===== src/rtl/pgr_uart_cmd_parser.sv =====
// UART command-frame parser: SYNC, 3 address bytes, 4 data bytes, checksum.
// Issues one command to an MDIO master and waits for its completion pulse.
module pgr_uart_cmd_parser #(
    parameter int          AW        = 24,
    parameter int          DW        = 32,
    parameter logic [7:0]  SYNC_BYTE = 8'hA5,
    parameter logic [15:0] GAP_MAX   = 16'd50000,
    parameter logic [23:0] WAIT_MAX  = 24'd1000000
) (
    input  logic          clk,
    input  logic          rst,
    input  logic [7:0]    rx_data,
    input  logic          rx_valid,
    output logic [AW-1:0] addr,
    output logic [DW-1:0] data,
    output logic          cmd_en,
    input  logic          cmd_done,
    output logic          busy,
    output logic          frame_err,
    output logic          timeout_err,
    output logic          overrun
);

    typedef enum logic [2:0] {
        S_IDLE,
        S_ADDR,
        S_DATA,
        S_CSUM,
        S_WAIT
    } state_e;

    state_e        state_q,       state_d;
    logic [1:0]    byte_cnt_q,    byte_cnt_d;
    logic [7:0]    csum_q,        csum_d;
    logic [AW-1:0] addr_sr_q,     addr_sr_d;
    logic [DW-1:0] data_sr_q,     data_sr_d;
    logic [15:0]   gap_cnt_q,     gap_cnt_d;
    logic [23:0]   wait_cnt_q,    wait_cnt_d;
    logic [AW-1:0] addr_q,        addr_d;
    logic [DW-1:0] data_q,        data_d;
    logic          cmd_en_q,      cmd_en_d;
    logic          busy_q;
    logic          frame_err_q,   frame_err_d;
    logic          timeout_err_q, timeout_err_d;
    logic          overrun_q,     overrun_d;
    logic          gap_expire;
    logic          wait_expire;

    assign gap_expire  = (gap_cnt_q == GAP_MAX - 16'd1);
    assign wait_expire = (wait_cnt_q == WAIT_MAX - 24'd1);

    always_comb begin
        // NOTE: every _d gets a default first so no path can infer a latch.
        state_d       = state_q;
        byte_cnt_d    = byte_cnt_q;
        csum_d        = csum_q;
        addr_sr_d     = addr_sr_q;
        data_sr_d     = data_sr_q;
        gap_cnt_d     = gap_cnt_q;
        wait_cnt_d    = wait_cnt_q;
        addr_d        = addr_q;
        data_d        = data_q;
        cmd_en_d      = 1'b0;
        frame_err_d   = 1'b0;
        timeout_err_d = 1'b0;
        overrun_d     = 1'b0;

        unique case (state_q)
            S_IDLE: begin
                if (rx_valid && rx_data == SYNC_BYTE) begin
                    state_d    = S_ADDR;
                    byte_cnt_d = 2'd0;
                    csum_d     = 8'd0;
                    gap_cnt_d  = 16'd0;
                end
            end

            S_ADDR: begin
                if (rx_valid) begin
                    addr_sr_d  = {addr_sr_q[AW-9:0], rx_data};
                    csum_d     = csum_q + rx_data;
                    gap_cnt_d  = 16'd0;
                    byte_cnt_d = byte_cnt_q + 2'd1;
                    if (byte_cnt_q == 2'd2) begin
                        state_d    = S_DATA;
                        byte_cnt_d = 2'd0;
                    end
                end else if (gap_expire) begin
                    frame_err_d = 1'b1;
                    state_d     = S_IDLE;
                end else begin
                    gap_cnt_d = gap_cnt_q + 16'd1;
                end
            end

            S_DATA: begin
                if (rx_valid) begin
                    data_sr_d  = {data_sr_q[DW-9:0], rx_data};
                    csum_d     = csum_q + rx_data;
                    gap_cnt_d  = 16'd0;
                    byte_cnt_d = byte_cnt_q + 2'd1;
                    if (byte_cnt_q == 2'd3) begin
                        state_d    = S_CSUM;
                        byte_cnt_d = 2'd0;
                    end
                end else if (gap_expire) begin
                    frame_err_d = 1'b1;
                    state_d     = S_IDLE;
                end else begin
                    gap_cnt_d = gap_cnt_q + 16'd1;
                end
            end

            S_CSUM: begin
                if (rx_valid) begin
                    gap_cnt_d = 16'd0;
                    if (rx_data == csum_q) begin
                        addr_d     = addr_sr_q;
                        data_d     = data_sr_q;
                        cmd_en_d   = 1'b1;
                        wait_cnt_d = 24'd0;
                        state_d    = S_WAIT;
                    end else begin
                        frame_err_d = 1'b1;
                        state_d     = S_IDLE;
                    end
                end else if (gap_expire) begin
                    frame_err_d = 1'b1;
                    state_d     = S_IDLE;
                end else begin
                    gap_cnt_d = gap_cnt_q + 16'd1;
                end
            end

            S_WAIT: begin
                overrun_d = rx_valid;
                // A done pulse coincident with cmd_en belongs to a previous command.
                if (cmd_done && !cmd_en_q) begin
                    state_d = S_IDLE;
                end else if (wait_expire) begin
                    timeout_err_d = 1'b1;
                    state_d       = S_IDLE;
                end else begin
                    wait_cnt_d = wait_cnt_q + 24'd1;
                end
            end

            default: state_d = S_IDLE;
        endcase
    end

    // NOTE: sequential state uses non-blocking assignments only.
    always_ff @(posedge clk or posedge rst) begin
        if (rst) begin
            state_q       <= S_IDLE;
            byte_cnt_q    <= 2'd0;
            csum_q        <= 8'd0;
            addr_sr_q     <= '0;
            data_sr_q     <= '0;
            gap_cnt_q     <= 16'd0;
            wait_cnt_q    <= 24'd0;
            addr_q        <= '0;
            data_q        <= '0;
            cmd_en_q      <= 1'b0;
            busy_q        <= 1'b0;
            frame_err_q   <= 1'b0;
            timeout_err_q <= 1'b0;
            overrun_q     <= 1'b0;
        end else begin
            state_q       <= state_d;
            byte_cnt_q    <= byte_cnt_d;
            csum_q        <= csum_d;
            addr_sr_q     <= addr_sr_d;
            data_sr_q     <= data_sr_d;
            gap_cnt_q     <= gap_cnt_d;
            wait_cnt_q    <= wait_cnt_d;
            addr_q        <= addr_d;
            data_q        <= data_d;
            cmd_en_q      <= cmd_en_d;
            busy_q        <= (state_d != S_IDLE);
            frame_err_q   <= frame_err_d;
            timeout_err_q <= timeout_err_d;
            overrun_q     <= overrun_d;
        end
    end

    assign addr        = addr_q;
    assign data        = data_q;
    assign cmd_en      = cmd_en_q;
    assign busy        = busy_q;
    assign frame_err   = frame_err_q;
    assign timeout_err = timeout_err_q;
    assign overrun     = overrun_q;

endmodule

===== config.mk =====
export PLATFORM = sky130hd
export DESIGN_NAME = pgr_uart_cmd_parser
export DESIGN_NICKNAME = d
export VERILOG_FILES = /design/src/rtl/pgr_uart_cmd_parser.sv
export SDC_FILE = /design/constraint.sdc
export NUM_CORES = 1
export LEC_CHECK = 0
export CAP_MARGIN = 20
export CORE_MARGIN = 4
export CORE_UTILIZATION = 55
export DETAILED_ROUTE_END_ITERATION = 8
export PLACE_DENSITY = 0.77
export REMOVE_ABC_BUFFERS = 1
export SYNTH_ARGS = -nofsm -noshare
export SYNTH_HDL_FRONTEND = slang
export SYNTH_SLANG_ARGS = --single-unit
export TNS_END_PERCENT = 5

===== constraint.sdc =====
create_clock -name clk -period 10.6 [get_ports clk]
set_input_delay 2.12 -clock clk [delete_from_list [all_inputs] [get_ports clk]]
set_output_delay 2.12 -clock clk [all_outputs]
set_load 0.005 [all_outputs]

==> metrics, run 1 <==
synthesized flop and latch total=170; final-stage net count=845; cells after synthesis=759; share of cells above drive strength 1=0.1358; DRT iter0 DRCs=516; gr ovfl total=0; placed cell areas=8696 um2; TNS Setup=0 ns; Worst path max stage delay=0.87 ns; Clock Latency Late Sink=0.42 ns; cts hold-fix bufs=0; RSZ-0062 raised after global routing=false; worst slew pin tran=1.047 ns; drt wl/cell=16.44 um; Sink Count=170; Die Y=127.3 um; Routed Antenna Nets=0; worst setup path class=in2reg; Critical-path top delay cell=or4_4; WP data arrival=5.32 ns; clock-pin slew on the worst setup and hold paths=0.06 ns; mux contribution to synthesized area=0.09331; CTS tree=done; Distinct cells, synth=52; fmax=0.1975 GHz; DRC violations left=0; XOR/XNOR share of the synthesized area=0.01566; CTS resizes=0; CTS H-Tree Depth=4; top-area cell type share of the netlist area=0.5432; global-route wire length before repair=28200 um; adder-cell share of the synthesized area=0.02333; worst hold slack=0.4641 ns; Tmin final=5.062 ns; Post-synth EDFFs=0; CP Max Fanout=79; maximum VDD drop=0.1118 mV; Worst Path Required=10.86 ns; area leader, netlist=dfrtp_1; Detailed Routing Iterations Pass 1=5; Worst setup EP type=register; Slew HR=0.2959; ANT cells=0; Core Region=13930 um2; gr usage total=0.2126; worst min path class=reg2reg; Area Overhead vs Synth=18.98%; HPWL after DPL=10910 um; clock root buffer=clkbuf_16; antenna violations before repair=0; Compound-Gate Fraction of Synth Area=0.08963; initial cell density of the core=0.5620; Layout Cell Area excl Fill=9318 um2; Avg Inst Size Synth=10.32 um2; MaxCap Viol Count=0; Startpoint Class=input pin; top post-synthesis cells by count=nand2_1, dfrtp_1, mux2_2; register area share after synthesis=0.5432; Yosys warning count=0; CTS Buf Count=17; Max Buffers Root-to-Sink=2; run status=finished, final reports clean; Fin. Hold Viols=0; final RePlAce weighted congestion=0.9222; Synth area leaders=dfrtp_1, nand2_1, mux2_2; most used cell along the critical path=or4_4; Rows=43; vias=5794; vias per cell=5.725; most common cell in the synthesized netlist=nand2_1; die width=127.3 um; number of global-route vias before repair=5967; Post-synth top flop=dfrtp_1; Setup Buffers After CTS=0; Setup Skew=0.007426 ns; largest family of logic cells by synthesized area=simple AND/OR/NAND/NOR gates; Final setup viols=0; I/O Buffers=72; largest net degree at the start of global routing=109; io pins=73; Final Cycle Share=0.4776; R2R Setup Slk=7.23 ns; PwrDens=163.1 nW/um2; Lkg Pwr=4.402 nW; Post-Synthesis Cell Area=7831 um2; Synth async-reset ratio=1.000; total routed wirelength=16640 um; max-slew violations=0; crit-path cells=clkdlybuf4s50_1 > ha_1 > or4_4 > or4_4 > a2111oi_1 > xnor2_1 > nor2_1; area of the die=16210 um2; simple-gate portion of the synthesized area=0.2059
metal layers:
metal  track usage  part of all wire  up-vias
met5             0                 0        -
met3       0.04599             0.035       21
li1              -                 -     2762
met1        0.2852              0.46     2898
met4       0.07066             0.011        0
met2        0.3465              0.50      113
power breakdown:
part	total, mW	switching, mW	internal (mW)	leakage (nW)
clock	0.655	0.259	0.396	0.302
sequential	0.740	0.0465	0.694	2.33
combinational	0.125	0.0660	0.0587	1.77
total	1.52	0.372	1.15	4.40
layout by cell type (no fill, tap or decap), drive strengths merged, types with 11 or more instances in the layout:
master,n
or4,18
o31ai,13
nand2,217
nand2b,13
and3,11
clkbuf,18
xnor2,11
inv,21
a2111oi,13
nor2,21
o21ai,13
dfrtp,170
nand3,26
o211ai,19
a21oi,14
clkdlybuf4s50,72
ha,13
mux2,56
sequential cells by signal, summed over array words and instances, names as in the netlist, 2 cells and up:
register and flops:
data 32, data_sr_q 32, addr 24, addr_sr_q 24, wait_cnt_q 24, gap_cnt_q 16
csum_q 8, state_q 3, byte_cnt_q 2
metrics by stage:
step,total power [mW],utilization,setup WS [ns],std cells
detailed placement,0.8758,0.6240,5.125,980
floorplan,0.8309,-,2.394,722
global route,1.577,0.6687,5.410,1012
finish,1.520,0.6687,5.538,1012
global placement,0.8646,0.6235,4.967,979
CTS,1.524,0.6687,5.543,1012
path summary, 6_finish.rpt:
kind	depth (start not counted)	from	endpoint
worst max-delay path	7	rx_data[1]	wait_cnt_q[23]
worst min-delay path	2	data[26]	data[26]
worst max register to register	5	state_q[2]	gap_cnt_q[13]
worst min register to register	2	data[26]	data[26]
max in group asynchronous	3	rst	data_sr_q[19]
min in group asynchronous	2	rst	wait_cnt_q[5]
final cells by class:
cell class | count | area [um2]
Timing Repair Buffer | 78 | 765.7
Fill cell | 1013 | 4617
Inverter | 18 | 72.57
Clock buffer | 18 | 429.2
Multi-Input combinational cell | 534 | 3378
Tap cell | 180 | 225.2
Clock inverter | 14 | 192.7
Sequential cell | 170 | 4254
cell families after synthesis:
kind of cell | count (synthesis)
compound gates | 92
xor+xnor | 14
fa+ha+maj | 14
buf+inv | 55
flops | 170
mux | 66
simple gates | 348
critical path: cells and delay by family:
family / cells / cell delay (ns)
AO/OA/AOI/OAI: 1 / 0.58
AND/OR/NAND/NOR: 3 / 1.45
buffers and inverters: 1 / 0.66
XOR/XNOR: 1 / 0.18
adder cells (fa/ha/maj): 1 / 0.31
No activity file was read; power rests on OpenSTA's default activity.
==> inputs of run 2 (changes only) <==
Clock period 10.6 ns to 5 ns, I/O delays scaled along.
==> metrics, run 2 (synthesized netlist as in run 1, its figures left out) <==
run status=finished, final reports clean; gr ovfl total=0; worst r2r src=state_q[2]; Setup Skew=0.007724 ns; Tmin final=3.574 ns; fmax=0.2798 GHz; worst reg-to-reg path cell count=5; post-layout instance count excluding filler cells=1015; DRC violations left=0; Final setup viols=0; Die Y=127.3 um; RSZ-0062 raised after global routing=false; FF-to-FF End=busy; worst setup path class=in2reg; global-route wire length before repair=28350 um; maximum VDD drop=0.2039 mV; CP Max Fanout=27; Area Overhead vs Synth=18.79%; vias=5882; Final Cycle Share=0.7149; Worst path max stage delay=0.69 ns; CTS tree=done; Core Region=13930 um2; Startpoint Class=input pin; MaxCap Viol Count=0; Layout Cell Area excl Fill=9303 um2; initial cell density of the core=0.5620; Slew HR=0.2375; Overall Power=3.087 mW; DP Cell Count=983; commonest non-fill, non-tap cell in the layout=nand2_1; placed cell areas=8728 um2; Worst Path Buf+Inv=1; PwrDens=331.8 nW/um2; cts hold-fix bufs=0; worst min path class=reg2reg; die width=127.3 um; final RePlAce weighted congestion=0.8424; FILL cells=1055; Final Util=0.6676; io pins=73; Worst Path Required=5.32 ns; area of the die=16210 um2; Setup Buffers After CTS=0; Max Buffers Root-to-Sink=2; Worst Setup EP=wait_cnt_q[21]; total routed wirelength=16550 um; Fin. Hold Viols=0; Sink Count=170; number of global-route vias before repair=5914; DRT iter0 DRCs=493; clock-pin slew on the worst setup and hold paths=0.06 ns; CTS H-Tree Depth=4; Rows=43; worst slew pin tran=1.138 ns; Clock Latency Late Sink=0.43 ns; critical path depth=7; Detailed Routing Iterations Pass 1=5; Routed Antenna Nets=0; gr usage total=0.2149; CP startpoint=rx_data[5]; WP data arrival=3.89 ns; HPWL after DPL=11090 um; max-slew violations=0; final-stage net count=848; R2R Setup Slk=2.12 ns; drt wl/cell=16.31 um; share of cells above drive strength 1=0.1389; CTS resizes=0; CTS Buf Count=17; Crit path max-delay family=simple AND/OR/NAND/NOR gates; ANT cells=0; vias per cell=5.795; most frequent cells in the layout=nand2_1, dfrtp_1, clkdlybuf4s50_1; most used cell along the critical path=or4_4; clock root buffer=clkbuf_16; Worst setup EP type=register; Critical-path top delay cell=or4_4; Lkg Pwr=4.396 nW; largest net degree at the start of global routing=107; antenna violations before repair=0; crit-path cells=clkdlybuf4s50_1 > ha_1 > or4_4 > or4_4 > a2111oi_1 > xnor2_1 > nor2_1; I/O Buffers=72
## run 2: area by class of cell
type,instances,area (um2),area share
well taps,180,225.2,0.02421
flip-flops and latches,170,4254,0.4573
clock buffers,22,494.2,0.05313
clock inverters,10,80.08,0.008608
repair buffers,81,804.5,0.08648
inverters,18,72.57,0.007801
multi-input cells,534,3372,0.3625
## run 2: worst min-delay path by stage
stage	from	end	slack, ns	depth (start not counted)
floorplan	addr_sr_q[16]	addr[16]	0.44	2
global placement	data[10]	data[10]	0.45	2
detailed placement	data[19]	data[19]	0.46	2
CTS	data[19]	data[19]	0.47	2
global route	data[10]	data[10]	0.49	2
finish	data[19]	data[19]	0.46	2
## run 2: through the flow
step / setup WS, ns / hold WS [ns] / TNS (ns)
3_3_place_gp: 1.060 / 0.4499 / 0
5_1_grt: 1.271 / 0.4871 / 0
4_1_cts: 1.433 / 0.4693 / 0
6_report: 1.426 / 0.4643 / 0
2_1_floorplan: -2.086 / 0.4419 / -233.21
3_5_place_dp: 0.9979 / 0.4552 / 0
## run 2: worst reg2reg max path, cell delays in order (launching register included)
cell      delay (ns)
dfrtp_1         0.84
nand2b_1        0.29
nor2_4          0.06
a31oi_1         0.85
a21oi_1         0.44
a21o_1          0.28
## run 2: metal layers
layer  GRT usage  wire length (um)  vias up
met5           0                 0        -
met4     0.07508               292        0
met3     0.04599               654       31
met2      0.3441              8243      145
met1      0.2929              7363     2923
li1            -                 -     2783
## run 2: power by group
part / leakage, nW / internal (mW) / total (mW) / switching, mW
clock: 0.276 / 0.707 / 1.25 / 0.545
combinational: 1.79 / 0.126 / 0.266 / 0.140
sequential: 2.33 / 1.47 / 1.57 / 0.0981
==> inputs of run 3 (changes only) <==
Clock period 5 ns to 3.52 ns, I/O delays scaled along.
==> metrics, run 3 (synthesized netlist as in run 1, its figures left out) <==
Area Overhead vs Synth=21.06%; most used cell along the critical path=or4_4; PnR worst setup slack=0.4764 ns; Final setup viols=0; io pins=73; ANT cells=0; Setup Skew=0.006538 ns; Max Buffers Root-to-Sink=2; maximum VDD drop=0.3287 mV; global-route wire length before repair=28320 um; Worst path max stage delay=0.62 ns; Place WS=0.04110 ns; worst slew pin tran=0.8070 ns; max-slew violations=0; PwrDens=472.6 nW/um2; largest net degree at the start of global routing=71; Worst Path Required=3.84 ns; vias per cell=5.690; final-stage net count=868; Core Region=13930 um2; crit-path cells=clkdlybuf4s50_1 > ha_1 > or4_4 > or4_4 > a211oi_2 > a31oi_1 > a41o_1; Layout Cell Area excl Fill=9480 um2; DRC violations left=0; Overall Power=4.481 mW; Fin. Hold Viols=0; Detailed Routing Iterations Pass 1=5; gr usage total=0.2155; CTS Buf Count=17; post-layout instance count excluding filler cells=1034; area of the die=16210 um2; MaxCap Viol Count=0; worst setup path class=in2reg; Final Cycle Share=0.8647; CTS H-Tree Depth=4; antenna violations before repair=0; Rows=43; die width=127.3 um; worst hold slack=0.4634 ns; Setup Buffers After CTS=0; DRT iter0 DRCs=489; WP data arrival=3.36 ns; worst min path class=reg2reg; total routed wirelength=16390 um; initial cell density of the core=0.5620; clock-pin slew on the worst setup and hold paths=0.06 ns; drt wl/cell=15.85 um; placed cell areas=8892 um2; FILL cells=1000; Slew HR=0.4587; R2R Setup Slk=0.86 ns; gr ovfl total=0; Tmin final=3.044 ns; CP Max Fanout=13; clock root buffer=clkbuf_16; final RePlAce weighted congestion=0.9048; Clock Latency Late Sink=0.43 ns; cts hold-fix bufs=0; Worst setup EP type=register; Startpoint Class=input pin; CTS tree=done; fmax=0.3286 GHz; I/O Buffers=72; Sink Count=170; RSZ-0062 raised after global routing=false; share of cells above drive strength 1=0.1557; DP Cell Count=1002; most frequent cells in the layout=nand2_1, dfrtp_1, clkdlybuf4s50_1; commonest non-fill, non-tap cell in the layout=nand2_1; Critical-path top delay cell=or4_4; number of global-route vias before repair=5902; run status=finished, final reports clean; vias=5883; HPWL after DPL=11230 um; CTS resizes=0; Routed Antenna Nets=0; Die Y=127.3 um; Lkg Pwr=4.504 nW
[run 3: stage by stage]
stage	utilization	setup TNS (ns)
6_report	0.6803	0
5_1_grt	0.6803	0
4_1_cts	0.6798	0
3_5_place_dp	0.6381	0
3_3_place_gp	0.6381	0
2_1_floorplan	-	-516.99
[run 3: where the power goes]
| part | total (mW) | internal (mW) | switching, mW |
|---|---|---|---|
| Sequential | 2.23 | 2.09 | 0.140 |
| Clock | 1.85 | 1.07 | 0.781 |
| Combinational | 0.398 | 0.196 | 0.201 |
[run 3: cell type report]
type / instances / area [um2] / area share
repair buffers: 101 / 975.9 / 0.1029
clock inverters: 11 / 133.9 / 0.01412
flip-flops and latches: 170 / 4254 / 0.4487
multi-input cells: 534 / 3372 / 0.3557
inverters: 18 / 72.57 / 0.007655
clock buffers: 20 / 446.7 / 0.04712
well taps: 180 / 225.2 / 0.02376
[run 3: path summary, 6_finish.rpt]
kind	start	cells past startpoint	to
min in group asynchronous	rst	2	timeout_err
hold / removal	data[1]	2	data[1]
max in group asynchronous	rst	3	data[3]
hold reg to reg	data[1]	2	data[1]
setup reg to reg	csum_q[1]	6	wait_cnt_q[18]
setup / recovery	rx_data[1]	7	wait_cnt_q[18]
[run 3: layer usage]
metal	up-vias	share of wire	GRT usage	wire length, um
li1	2816	-	-	-
met1	2904	0.44	0.2846	7148
met2	133	0.50	0.3512	8234
met3	30	0.042	0.04222	689
met4	0	0.020	0.08896	321
met5	-	0	0	0
[run 3: worst max-delay path, delay by kind of cell]
kind / cells / cell delay [ns]
compound gates: 3 / 0.69
fa+ha+maj: 1 / 0.36
buf+inv: 1 / 0.49
simple gates: 2 / 1.12
